<file path="src/rtl/uart_lcd_pkg.sv">
// Shared opcodes, ASCII codes and FSM encodings for the UART-to-LCD character feeder.
package uart_lcd_pkg;

  localparam logic [7:0] LCD_CMD_CLEAR = 8'h01;
  localparam logic [7:0] LCD_CMD_DDRAM = 8'h80;
  localparam logic [7:0] LCD_ROW1_OFS  = 8'h40;

  localparam logic [7:0] ASCII_CR  = 8'h0D;
  localparam logic [7:0] ASCII_LF  = 8'h0A;
  localparam logic [7:0] ASCII_FF  = 8'h0C;
  localparam logic [7:0] PRINT_MIN = 8'h20;
  localparam logic [7:0] PRINT_MAX = 8'h7E;

  typedef enum logic [2:0] {
    ST_INIT  = 3'd0,
    ST_IDLE  = 3'd1,
    ST_FETCH = 3'd2,
    ST_ADDR  = 3'd3,
    ST_CHAR  = 3'd4,
    ST_WAIT  = 3'd5
  } state_t;

  function automatic logic is_printable(input logic [7:0] b);
    return (b >= PRINT_MIN) && (b <= PRINT_MAX);
  endfunction

endpackage

</file>
<file path="src/rtl/uart_byte_fifo.sv">
// First-word-fall-through byte FIFO; a push into a full FIFO succeeds when a pop happens in the same cycle.
module uart_byte_fifo #(
  parameter int AW = 4
) (
  input  logic       clk,
  input  logic       rst_n,
  input  logic       push,
  input  logic       pop,
  input  logic [7:0] din,
  output logic [7:0] dout,
  output logic       empty,
  output logic       full
);

  localparam int          DEPTH   = 1 << AW;
  localparam logic [AW:0] DEPTH_C = (AW + 1)'(DEPTH);

  logic [7:0]    r_mem [DEPTH];
  logic [AW-1:0] r_wr_ptr;
  logic [AW-1:0] r_rd_ptr;
  logic [AW:0]   r_count;
  logic          w_push_ok;
  logic          w_pop_ok;

  assign empty     = (r_count == {(AW + 1){1'b0}});
  assign full      = (r_count == DEPTH_C);
  assign w_pop_ok  = pop & ~empty;
  assign w_push_ok = push & (~full | w_pop_ok);
  assign dout      = r_mem[r_rd_ptr];

  // Storage array, written on accepted pushes
  always_ff @(posedge clk) begin
    if (w_push_ok) begin
      r_mem[r_wr_ptr] <= din;
    end
  end

  // Pointers and occupancy
  always_ff @(posedge clk or negedge rst_n) begin
    if (!rst_n) begin
      r_wr_ptr <= {AW{1'b0}};
      r_rd_ptr <= {AW{1'b0}};
      r_count  <= {(AW + 1){1'b0}};
    end else begin
      if (w_push_ok) r_wr_ptr <= r_wr_ptr + AW'(1);
      if (w_pop_ok)  r_rd_ptr <= r_rd_ptr + AW'(1);
      case ({w_push_ok, w_pop_ok})
        2'b10:   r_count <= r_count + (AW + 1)'(1);
        2'b01:   r_count <= r_count - (AW + 1)'(1);
        default: r_count <= r_count;
      endcase
    end
  end

endmodule

</file>
<file path="src/rtl/uart_lcd_char_feeder.sv">
// UART byte stream to HD44780 write requests with a 2-row cursor.
// Optional UART_LCD_OVF_CNT_EN adds the saturating ovf_cnt output.
module uart_lcd_char_feeder
  import uart_lcd_pkg::*;
#(
  parameter int FIFO_AW = 4,
  parameter int COLS    = 16
) (
  input  logic       clk,
  input  logic       rst_n,
  input  logic [7:0] rx_data,
  input  logic       rx_int,
  output logic       lcd_valid,
  output logic       lcd_rs,
  output logic [7:0] lcd_data,
  input  logic       lcd_ready,
  output logic       ovf
`ifdef UART_LCD_OVF_CNT_EN
  ,
  output logic [7:0] ovf_cnt
`endif
);

  localparam int          CW      = $clog2(COLS + 1);
  localparam logic [CW-1:0] COL_MAX = CW'(COLS);

  logic          r_rx_int_d;
  logic          w_push;
  logic          w_pop;
  logic          w_empty;
  logic          w_full;
  logic          w_drop;
  logic [7:0]    w_fifo_dout;

  state_t        r_state;
  state_t        w_state_nxt;
  logic [7:0]    r_byte;
  logic          r_row;
  logic [CW-1:0] r_col;
  logic          r_pend_char;
  logic          w_row_nxt;
  logic [CW-1:0] w_col_nxt;
  logic          w_pend_nxt;

  logic          r_lcd_valid;
  logic          r_lcd_rs;
  logic [7:0]    r_lcd_data;
  logic          r_ovf;
  logic          w_issue;
  logic          w_req_rs;
  logic [7:0]    w_req_data;
  logic          w_accept;

  assign w_push   = r_rx_int_d & ~rx_int;
  assign w_drop   = w_push & w_full & ~w_pop;
  assign w_accept = r_lcd_valid & lcd_ready;

  uart_byte_fifo #(.AW(FIFO_AW)) u_fifo (
    .clk   (clk),
    .rst_n (rst_n),
    .push  (w_push),
    .pop   (w_pop),
    .din   (rx_data),
    .dout  (w_fifo_dout),
    .empty (w_empty),
    .full  (w_full)
  );

  // Frame-end detection and overflow pulse
  always_ff @(posedge clk or negedge rst_n) begin
    if (!rst_n) begin
      r_rx_int_d <= 1'b0;
      r_ovf      <= 1'b0;
    end else begin
      r_rx_int_d <= rx_int;
      r_ovf      <= w_drop;
    end
  end

  // Next-state, cursor update and request generation; a plain character is issued
  // straight from FETCH so it reaches the bus two cycles after the FIFO goes non-empty.
  always_comb begin
    w_state_nxt = r_state;
    w_pop       = 1'b0;
    w_issue     = 1'b0;
    w_req_rs    = 1'b0;
    w_req_data  = 8'h00;
    w_row_nxt   = r_row;
    w_col_nxt   = r_col;
    w_pend_nxt  = r_pend_char;
    case (r_state)
      ST_INIT: begin
        w_issue     = 1'b1;
        w_req_data  = LCD_CMD_CLEAR;
        w_row_nxt   = 1'b0;
        w_col_nxt   = {CW{1'b0}};
        w_pend_nxt  = 1'b0;
        w_state_nxt = ST_WAIT;
      end
      ST_IDLE: begin
        if (!w_empty) begin
          w_pop       = 1'b1;
          w_state_nxt = ST_FETCH;
        end else begin
          w_state_nxt = ST_IDLE;
        end
      end
      ST_FETCH: begin
        if (is_printable(r_byte)) begin
          if (r_col == COL_MAX) begin
            w_row_nxt   = ~r_row;
            w_col_nxt   = {CW{1'b0}};
            w_pend_nxt  = 1'b1;
            w_state_nxt = ST_ADDR;
          end else begin
            w_issue     = 1'b1;
            w_req_rs    = 1'b1;
            w_req_data  = r_byte;
            w_state_nxt = ST_WAIT;
          end
        end else if (r_byte == ASCII_CR) begin
          w_col_nxt   = {CW{1'b0}};
          w_state_nxt = ST_ADDR;
        end else if (r_byte == ASCII_LF) begin
          w_row_nxt   = ~r_row;
          w_col_nxt   = {CW{1'b0}};
          w_state_nxt = ST_ADDR;
        end else if (r_byte == ASCII_FF) begin
          w_issue     = 1'b1;
          w_req_data  = LCD_CMD_CLEAR;
          w_state_nxt = ST_WAIT;
        end else begin
          w_state_nxt = ST_IDLE;
        end
      end
      ST_ADDR: begin
        w_issue     = 1'b1;
        w_req_data  = LCD_CMD_DDRAM | (r_row ? LCD_ROW1_OFS : 8'h00) | 8'(r_col);
        w_state_nxt = ST_WAIT;
      end
      ST_CHAR: begin
        w_issue     = 1'b1;
        w_req_rs    = 1'b1;
        w_req_data  = r_byte;
        w_pend_nxt  = 1'b0;
        w_state_nxt = ST_WAIT;
      end
      ST_WAIT: begin
        if (w_accept) begin
          if (r_lcd_rs) begin
            w_col_nxt = (r_col == COL_MAX) ? r_col : r_col + CW'(1);
          end else if (r_lcd_data == LCD_CMD_CLEAR) begin
            w_row_nxt = 1'b0;
            w_col_nxt = {CW{1'b0}};
          end else begin
            w_col_nxt = r_col;
          end
          w_state_nxt = r_pend_char ? ST_CHAR : ST_IDLE;
        end else begin
          w_state_nxt = ST_WAIT;
        end
      end
      default: begin
        w_state_nxt = ST_INIT;
      end
    endcase
  end

  // FSM state, latched byte and cursor
  always_ff @(posedge clk or negedge rst_n) begin
    if (!rst_n) begin
      r_state     <= ST_INIT;
      r_byte      <= 8'h00;
      r_row       <= 1'b0;
      r_col       <= {CW{1'b0}};
      r_pend_char <= 1'b0;
    end else begin
      r_state     <= w_state_nxt;
      r_row       <= w_row_nxt;
      r_col       <= w_col_nxt;
      r_pend_char <= w_pend_nxt;
      if (w_pop) r_byte <= w_fifo_dout;
    end
  end

  // Request registers: loaded on issue, valid cleared by the accepting cycle
  always_ff @(posedge clk or negedge rst_n) begin
    if (!rst_n) begin
      r_lcd_valid <= 1'b0;
      r_lcd_rs    <= 1'b0;
      r_lcd_data  <= 8'h00;
    end else if (w_issue) begin
      r_lcd_valid <= 1'b1;
      r_lcd_rs    <= w_req_rs;
      r_lcd_data  <= w_req_data;
    end else if (w_accept) begin
      r_lcd_valid <= 1'b0;
    end
  end

`ifdef UART_LCD_OVF_CNT_EN
  logic [7:0] r_ovf_cnt;

  // Saturating count of dropped bytes
  always_ff @(posedge clk or negedge rst_n) begin
    if (!rst_n) begin
      r_ovf_cnt <= 8'h00;
    end else if (w_drop && (r_ovf_cnt != 8'hFF)) begin
      r_ovf_cnt <= r_ovf_cnt + 8'h01;
    end
  end

  assign ovf_cnt = r_ovf_cnt;
`endif

  assign lcd_valid = r_lcd_valid;
  assign lcd_rs    = r_lcd_rs;
  assign lcd_data  = r_lcd_data;
  assign ovf       = r_ovf;

endmodule
</file>
<file path="config.mk">
export PLATFORM = sky130hd
export DESIGN_NAME = uart_lcd_char_feeder
export DESIGN_NICKNAME = d
export VERILOG_FILES = /design/src/rtl/uart_lcd_pkg.sv /design/src/rtl/uart_byte_fifo.sv /design/src/rtl/uart_lcd_char_feeder.sv
export SDC_FILE = /design/constraint.sdc
export NUM_CORES = 1
export LEC_CHECK = 0
export BUFFER_PORTS_ARGS = -buffer_cell sky130_fd_sc_hd__buf_2
export CORE_MARGIN = 5
export CORE_UTILIZATION = 55
export CTS_CLUSTER_SIZE = 12
export DETAILED_ROUTE_END_ITERATION = 6
export HOLD_SLACK_MARGIN = 0.15
export PLACE_DENSITY = 0.84
export SYNTH_ARGS = -nofsm -noshare
export SYNTH_HDL_FRONTEND = slang
export SYNTH_SLANG_ARGS = --single-unit
</file>
<file path="constraint.sdc">
create_clock -name clk -period 3.31 [get_ports clk]
set_input_delay 0.331 -clock clk [delete_from_list [all_inputs] [get_ports clk]]
set_output_delay 0.331 -clock clk [all_outputs]
set_load 0.03 [all_outputs]
</file>
==> run metrics, run 1 <==
status finished, final reports clean; Least-Margin Pin Slew 955 ps; Post-synth ARST share 0.251; die width 126 µm; drt pass-1 iters 5; H-tree Lvls 4; final setup vio count 0; most numerous cell in the Yosys netlist edfxtp_1; Max Cap Viol 0; Power Total 7.33 mW; Die Area 15,900 µm²; post-synth cell types 63; # DRC 0; vias per std cell 6.21; Post-Syn Instances 468; Rows 42; Hold Crit Depth 1; CTS resizes 0; Initial Util 0.561; DP Wirelength 10,000 µm; Max-slew headroom 0.363; Synth Register Bits 171; clock buffer depth 2; final core occ 0.631; Crit Reg-Reg Endpoint u_fifo.r_mem[8][5]; I/O pin cnt 23; CTS tree built; RSZ-0062 raised after global routing false; Clock Pin Slew Worst Setup and Hold Paths 70 ps; Clock Skews 7.07 ps; Worst-Skew Late Latency 420 ps; worst vdd ir 477 µV; Setup Buffers After CTS 0; period utilisation layout 0.853; worst path arrival time 2880 ps; number of synthesized flops with an enable pin 128; GR Overflow Total 0; first-pass GRT wire length 24,300 µm; min Tclk post-route 2820 ps; leakage power 2.96 nW; hold_sp rx_data[6]; final hold vios 0; dpl cell area 7670 µm²; synthesis-to-layout area growth 12.5%; Final #Nets 516; worst reg2reg path depth 4; hold endpoint u_fifo.r_mem[3][6]; layout cell share with drive strength beyond 1 0.229; vias in the first global route 4,257; synth warn 0; CP Class reg2reg; PortBufs 22; DR iter-0 viols 542; Synth Cell Area 7400 µm²; FILL cells 918; WHS 321 ps; Post-synth top cells 128 x edfxtp_1, 43 x dfrtp_1, 35 x nand2_1; via count 4,244; Slew Viols, Final 0; Design Area, Final 8320 µm²; pwr dens 880 nW/µm²; drt wl/cell 22.2 µm; CTS Sinks 171; syn avg cell area 15.8 µm²; Setup crit end kind register; CORE AREA 13,200 µm²; Min-Delay Path Class in2reg; commonest register cell after synthesis edfxtp_1; Crit path required time 3360 ps; Die Ht 126 µm; largest net degree at the start of global routing 44; Achievable Freq 354 MHz; crit-path max FO 21; Setup TNS 0 ps; Seq/Total Area, Yosys 0.665; largest cells by area after synthesis edfxtp_1 52%, dfrtp_1 15%, mux4_2 9.7%, nand2_1 1.8%, ha_1 1.5%; GRT Util Overall 0.202; CTS Root Cell clkbuf_16; Final ANT Viol Nets 0; n_diodes 0; TritonCTS buffer count 17; Crit Reg-Reg Startpoint r_state[2]; startpoint types register; RD Place Congestion 0.847; cell taking the most area after synthesis edfxtp_1; R2R setup slack 490 ps; initial antenna violation count 0; final WL 15,100 µm; top cell type's share of synthesized area 0.520; Net Count, Synth 489
[how the worst max path moves through the flow]
stage	startpoint	to	slack, ps	cells after the start
floorplan	r_state[1]	u_fifo.r_mem[4][0]	920	5
global placement	r_state[2]	u_fifo.r_mem[8][1]	610	4
detailed placement	r_state[2]	u_fifo.r_mem[8][3]	530	4
CTS	r_state[2]	u_fifo.r_mem[8][6]	510	4
global route	r_state[2]	u_fifo.r_mem[11][0]	260	4
finish	r_state[2]	u_fifo.r_mem[8][5]	490	4
[what timing repair did]
action | 4_1_cts | 5_1_grt
endpoints found under the setup margin | 0 | 0
endpoints found under the hold margin | 45 | 0
hold buffers | 3 | 0
[registers in the layout, indices dropped and copies added, names as in the netlist]
signal / cells
r_byte: 8
u_fifo.r_mem: 128
u_fifo.r_wr_ptr: 4
ovf: 1
u_fifo.r_rd_ptr: 4
lcd_rs: 1
r_col: 5
r_row: 1
r_rx_int_d: 1
lcd_valid: 1
r_pend_char: 1
r_state: 3
u_fifo.r_count: 5
lcd_data: 8
[critical path, stage by stage (launching register included)]
cell      delay (ps)
dfrtp_1          600
or3b_1           550
a31oi_2          480
nand3b_1         220
nor2_1           590
[cells in the final DEF (no fill, tap or decap), drive strengths merged, types with 5 or more instances in the layout]
cell type | Yosys | routed
edfxtp | 128 | 128
o21ai | 17 | 17
nand4 | 5 | 5
nand2 | 35 | 35
xnor2 | 9 | 9
and3 | 5 | 5
ha | 9 | 9
and2 | 9 | 9
nor2 | 15 | 15
mux4 | 32 | 32
clkinv | 0 | 5
a22oi | 5 | 5
nor3 | 10 | 10
mux2 | 11 | 11
inv | 13 | 17
a21oi | 10 | 10
nand3 | 15 | 15
buf | 12 | 29
dfrtp | 43 | 43
o311ai | 8 | 8
mux2i | 9 | 9
a221o | 7 | 7
clkbuf | 12 | 18
[area by class of cell]
cell class	count	area, µm²	share of cell area
Clock buffer	18	429	0.0516
Clock inverter	13	190	0.0229
Inverter	13	48.8	0.00586
Multi-Input combinational cell	260	2320	0.279
Sequential cell	171	4920	0.591
Tap cell	176	220	0.0265
Timing Repair Buffer	32	193	0.0232
[per-layer routing]
layer | part of all wire | routed length [µm] | vias to the layer above | track usage
met3 | 0.061 | 924 | 22 | 0.0428
met4 | 0.017 | 257 | 0 | 0.0675
met5 | 0 | 0 | - | 0
met1 | 0.42 | 6410 | 2140 | 0.274
li1 | - | - | 1908 | -
met2 | 0.50 | 7540 | 174 | 0.329
[cells by family (layout without fill, tap and decap cells)]
logic type               count (synthesis)  count (layout)  share of synthesized area
flip-flops                             171             171                      0.665
AND/OR/NAND/NOR                        118             118                     0.0851
AO/OA/AOI/OAI                           72              72                     0.0758
multiplexers                            52              52                      0.127
buffers and inverters                   37              76                     0.0213
adder cells (fa/ha/maj)                  9               9                     0.0152
XOR/XNOR                                 9               9                     0.0107
[power breakdown]
| part | leakage, nW | total (mW) | internal (mW) | switching (mW) |
|---|---|---|---|---|
| Clock | 0.303 | 2.07 | 1.27 | 0.800 |
| Sequential | 1.69 | 3.15 | 2.61 | 0.541 |
| Combinational | 0.961 | 2.11 | 1.01 | 1.11 |
| Total | 2.96 | 7.33 | 4.88 | 2.45 |
[through the flow]
stage,setup WS (ps),std cells
floorplan,915,468
global placement,608,649
detailed placement,532,649
CTS,514,683
global route,264,683
finish,486,683
No activity file was read; power rests on OpenSTA's default activity.
==> run 2, diff against run 1 <==
--- a/config.mk
+++ b/config.mk
@@ -12,6 +12,7 @@
 export DETAILED_ROUTE_END_ITERATION = 6
 export HOLD_SLACK_MARGIN = 0.15
 export PLACE_DENSITY = 0.84
+export REMOVE_ABC_BUFFERS = 1
 export SYNTH_ARGS = -nofsm -noshare
 export SYNTH_HDL_FRONTEND = slang
 export SYNTH_SLANG_ARGS = --single-unit
==> run 2 against run 1 <==
Combinational power is essentially flat. Count of clock-buffer cells in the layout is 1 lower. Final cell count up 0.29%. Highest routed layer unchanged. Maximum frequency rose by 2.6%. Worst setup slack better by 72 ps. Sequential power is essentially flat. First-iteration DRC count down 14%. Largest power group unchanged.
==> run metrics, run 2 (synthesis results as in run 1) <==
period utilisation layout 0.832; Die Ht 126 µm; Max Cap Viol 0; Least-Margin Pin Slew 953 ps; startpoint types register; max FFs per register 128; Slew Viols, Final 0; Final ANT Viol Nets 0; via count 4,230; vias per std cell 6.18; Setup crit end kind register; n_diodes 0; Max-slew headroom 0.365; min Tclk post-route 2750 ps; drt wl/cell 21.2 µm; clock buffer depth 2; worst vdd ir 554 µV; Die Area 15,900 µm²; most frequent cells in the layout 128 x edfxtp_1, 42 x dfrtp_1, 35 x nand2_1, 32 x mux4_2, 22 x buf_2; Clock Skews 8.32 ps; CP Class reg2reg; Clock Pin Slew Worst Setup and Hold Paths 70 ps; area taken by multi-input logic gates 2320 µm²; status finished, final reports clean; PortBufs 22; vias in the first global route 4,260; first-pass GRT wire length 23,600 µm; Achievable Freq 363 MHz; Initial Util 0.561; final setup vio count 0; initial antenna violation count 0; CP Cell Sequence or3b_1 -> a31oi_2 -> nand3b_1 -> nor2_1; dpl cell area 7680 µm²; GR Overflow Total 0; Final #Nets 517; Crit Reg-Reg Startpoint r_state[0]; hold endpoint u_fifo.r_mem[15][4]; largest net degree at the start of global routing 44; WP buf/inv 0; final core occ 0.631; R2R setup slack 560 ps; die width 126 µm; Crit path required time 3360 ps; final WL 14,500 µm; Critical Path Slowest Stage Cell dfrtp_1; FILL cells 903; RSZ-0062 raised after global routing false; Design Area, Final 8320 µm²; RD Place Congestion 0.873; drt pass-1 iters 5; register area 4920 µm²; CTS Root Cell clkbuf_16; pwr dens 876 nW/µm²; final hold vios 0; layout cell share with drive strength beyond 1 0.234; CTS Sinks 171; Power Total 7.29 mW; # DRC 0; CTS tree built; CORE AREA 13,200 µm²; worst reg2reg path depth 4; leakage power 2.95 nW; Setup TNS 0 ps; synthesis-to-layout area growth 12.5%; H-tree Lvls 4; Worst-Skew Late Latency 420 ps; hold_sp rx_data[4]; DR iter-0 viols 465; I/O pin cnt 23; Crit Reg-Reg Endpoint u_fifo.r_mem[8][7]; Reg with most FFs u_fifo.r_mem; most common cell after layout, fill and taps aside edfxtp_1; worst path arrival time 2810 ps; crit path launch r_state[0]; Hold Crit Depth 1; Min-Delay Path Class in2reg; crit-path max FO 14; Max stage delay on crit path 570 ps; DP Wirelength 9650 µm; critical path's top delay family simple AND/OR/NAND/NOR gates; TritonCTS buffer count 17; GRT Util Overall 0.195; Rows 42
==> run 2: worst max path at each step <==
stage,end,slack (ps),cells past startpoint
floorplan,r_byte[0],640,4
global placement,u_fifo.r_mem[9][1],720,4
detailed placement,u_fifo.r_count[4],610,9
CTS,u_fifo.r_mem[9][3],600,4
global route,u_fifo.r_count[4],370,9
finish,u_fifo.r_mem[8][7],560,4
==> run 2: power breakdown <==
part	internal, mW	switching, mW
Combinational	1.02	1.11
Clock	1.20	0.826
Sequential	2.61	0.532
==> run 2: final cells by class <==
class                      count  share of cell area
clock inverter                15              0.0223
inverter                      13             0.00586
timing repair buffer          33              0.0241
sequential                   171               0.591
multi-input combinational    260               0.279
tap                          176              0.0265
clock buffer                  17              0.0511
==> run 2: metrics by stage <==
step           worst slack (ps)  instances  hold WS (ps)
6_report                    557        685           311
5_1_grt                     370        685           303
4_1_cts                     604        685           299
3_5_place_dp                606        650           471
3_3_place_gp                722        650           467
2_1_floorplan               639        444          35.4
==> run 2: timing repair <==
| item | CTS | global route |
|---|---|---|
| hold buffers | 3 | 0 |
| setup buffers | 0 | 0 |
| endpoints found under the hold margin | 45 | 0 |
| gates resized for setup | 0 | 0 |
==> run 2: per-layer routing <==
layer	part of all wire	track usage	up-vias
met5	0	0	-
met1	0.41	0.253	2145
met3	0.064	0.0567	21
met4	0.015	0.0580	0
li1	-	-	1905
met2	0.51	0.321	159
==> run 3, diff against run 2 <==
--- a/config.mk
+++ b/config.mk
@@ -5,6 +5,7 @@
 export SDC_FILE = /design/constraint.sdc
 export NUM_CORES = 1
 export LEC_CHECK = 0
+export ABC_AREA = 1
 export BUFFER_PORTS_ARGS = -buffer_cell sky130_fd_sc_hd__buf_2
 export CORE_MARGIN = 5
 export CORE_UTILIZATION = 55
==> constraint.sdc (replaced) <==
create_clock -name clk -period 2.6 [get_ports clk]
set_input_delay 0.26 -clock clk [delete_from_list [all_inputs] [get_ports clk]]
set_output_delay 0.26 -clock clk [all_outputs]
set_load 0.03 [all_outputs]
==> run 3 against run 2 <==
Combinational power grew 54%. First-iteration DRC count rose by 26%. Critical path type unchanged. Critical path depth rose by 3. Worst hold slack got worse by 65 ps. Clock power is 21% higher.
==> run metrics, run 3 <==
cell taking the most area after synthesis edfxtp_1; startpoint types register; CP Class reg2reg; Net Sw Frac 0.387; FILL cells 1,006; pwr dens 1120 nW/µm²; vias per std cell 5.77; leakage power 3.21 nW; via count 5,294; RSZ-0062 raised after global routing false; most numerous cell in the Yosys netlist nor2_1; Clk pwr share 0.261; TritonCTS buffer count 17; Rows 42; Crit path required time 2670 ps; Max stage delay on crit path 510 ps; Die Ht 126 µm; status finished, final reports clean; DR iter-0 viols 588; Final #Nets 750; post-synthesis mux area share 0; Achievable Freq 483 MHz; GR Overflow Total 0; I/O pin cnt 23; first-pass GRT wire length 26,000 µm; Post-synth top cells 143 x nor2_1, 128 x edfxtp_1, 90 x o21ai_0; final setup vio count 0; Adder-Cell Fraction of Synth Area 0.0152; Least-Margin Pin Slew 965 ps; Post-Syn Instances 691; GRT Util Overall 0.210; CTS resizes 0; worst path arrival time 2140 ps; Synth Cell Area 7420 µm²; n_diodes 0; most common cell after layout, fill and taps aside nor2_1; Setup crit end kind register; synth warn 0; Max-slew headroom 0.356; initial antenna violation count 0; CTS Root Cell clkbuf_16; Worst-Skew Late Latency 440 ps; CTS tree built; die width 126 µm; post-synth cell types 30; worst vdd ir 735 µV; period utilisation layout 0.796; # DRC 0; crit-path most repeated cell nand2_1; layout cell share with drive strength beyond 1 0.115; largest net degree at the start of global routing 68; Post-Synth Simple-Gate Area 0.165; Slew Viols, Final 0; CP Cell Sequence inv_1 -> nand2_1 -> nor2_4 -> nand2_4 -> a21oi_4 -> nand2_1 -> nor2_1; commonest register cell after synthesis edfxtp_1; Seq/Total Area, Yosys 0.663; top cell type's share of synthesized area 0.518; most frequent cells in the layout 143 x nor2_1, 128 x edfxtp_1, 90 x o21ai_0, 77 x nand2_1, 46 x inv_1; xor/xnor share of the synthesized area 0.00944; CORE AREA 13,200 µm²; Final ANT Viol Nets 0; largest cells by area after synthesis edfxtp_1 52%, dfrtp_1 14%, nor2_1 7.2%, o21ai_0 6.1%, nand2_1 3.9%; Power Total 9.37 mW; crit-path max FO 8; Max Cap Viol 0; DP Wirelength 10,300 µm; Clock Skews 13.0 ps; number of synthesized flops with an enable pin 128; Min-Delay Path Class in2reg; RD Place Congestion 0.926; final WL 15,800 µm; drt wl/cell 17.2 µm; synthesis-to-layout area growth 13.1%; min Tclk post-route 2070 ps; Die Area 15,900 µm²; Initial Util 0.561; Clock Pin Slew Worst Setup and Hold Paths 60 ps; H-tree Lvls 4; vias in the first global route 5,133; syn avg cell area 10.7 µm²; net switching power figure 3.63 mW; PortBufs 22; Post-synth ARST share 0.251; Critical Path Slowest Stage Cell nor2_1; Comb pwr share 0.348; max FFs per register 128; final hold vios 0; Reg with most FFs u_fifo.r_mem; Compound-Gate Fraction of Synth Area 0.109; Synth Register Bits 171; CTS Sinks 171; clock buffer depth 2; WHS 245 ps; Reg power frac 0.391; internal power 5.74 mW; drt pass-1 iters 6; main combinational cell family by area after synthesis simple AND/OR/NAND/NOR gates
[run 3: changes by cell type after synthesis, moves of 8 or more]
cell | before | now
and2_1 | 8 | 0
inv_1 | 12 | 46
mux2_2 | 10 | 0
mux2i_1 | 9 | 0
mux4_2 | 32 | 0
nand2_1 | 35 | 77
nand3_1 | 15 | 44
nor2_1 | 14 | 143
o211ai_1 | 3 | 33
o21ai_0 | 14 | 90
xnor2_1 | 9 | 0
xor2_1 | 0 | 8
[run 3: final timing paths]
check,from,to,slack (ps),depth (start not counted)
worst max-delay path,r_state[1],u_fifo.r_mem[14][0],530,7
worst min register to register,lcd_data[7],lcd_data[7],510,2
worst min-delay path,rx_data[2],u_fifo.r_mem[0][2],250,1
worst max register to register,r_state[1],u_fifo.r_mem[14][0],530,7
min in group asynchronous,rst_n,lcd_data[7],520,2
max in group asynchronous,rst_n,u_fifo.r_rd_ptr[0],1420,2
[run 3: metal layers]
metal	part of all wire	global-route usage
met5	0	0
met4	0.021	0.0744
met1	0.41	0.280
met3	0.085	0.0605
met2	0.49	0.333
[run 3: worst max-delay path: cells and delay by family (launching register included)]
family,cells,cell delay (ps)
compound gates,1,140
buf+inv,1,90
flops,1,420
simple gates,5,1070
[run 3: cell families (layout without fill, tap and decap cells)]
logic type / count (synthesis) / after routing
buffers and inverters: 75 / 126
flip-flops: 171 / 171
AO/OA/AOI/OAI: 139 / 139
adder cells (fa/ha/maj): 9 / 9
AND/OR/NAND/NOR: 289 / 289
XOR/XNOR: 8 / 8
[run 3: layout make-up]
| type | count | area [µm²] | area share |
|---|---|---|---|
| Tap cell | 176 | 220 | 0.0262 |
| Sequential cell | 171 | 4920 | 0.586 |
| Timing Repair Buffer | 45 | 290 | 0.0346 |
| Clock inverter | 14 | 141 | 0.0168 |
| Inverter | 49 | 184 | 0.0219 |
| Clock buffer | 18 | 429 | 0.0511 |
| Multi-Input combinational cell | 445 | 2210 | 0.263 |
[run 3: power groups by stage]
stage	clock, mW	sequential, mW	combinational [mW]
after floorplan	0	3.92	1.97
after global placement	0	3.68	3.08
after detailed placement	0	3.71	3.19
after CTS	2.48	3.66	3.24
after global routing	2.60	3.72	3.66
final	2.45	3.66	3.26
[run 3: metrics by stage]
step	setup slack [ps]	util	instance area (µm²)	TNS [ps]	std cells
final	529	0.634	8400	0	918
after detailed placement	564	0.589	7800	0	883
after floorplan	-259	-	7320	-1910	665
after global routing	367	0.634	8400	0	918
after CTS	554	0.634	8400	0	918
after global placement	647	0.589	7800	0	883
[run 3: what timing repair did]
action | CTS | global route
buffers inserted | 0 | 0
hold endpoints to repair | 45 | 0
hold buffers | 3 | 0
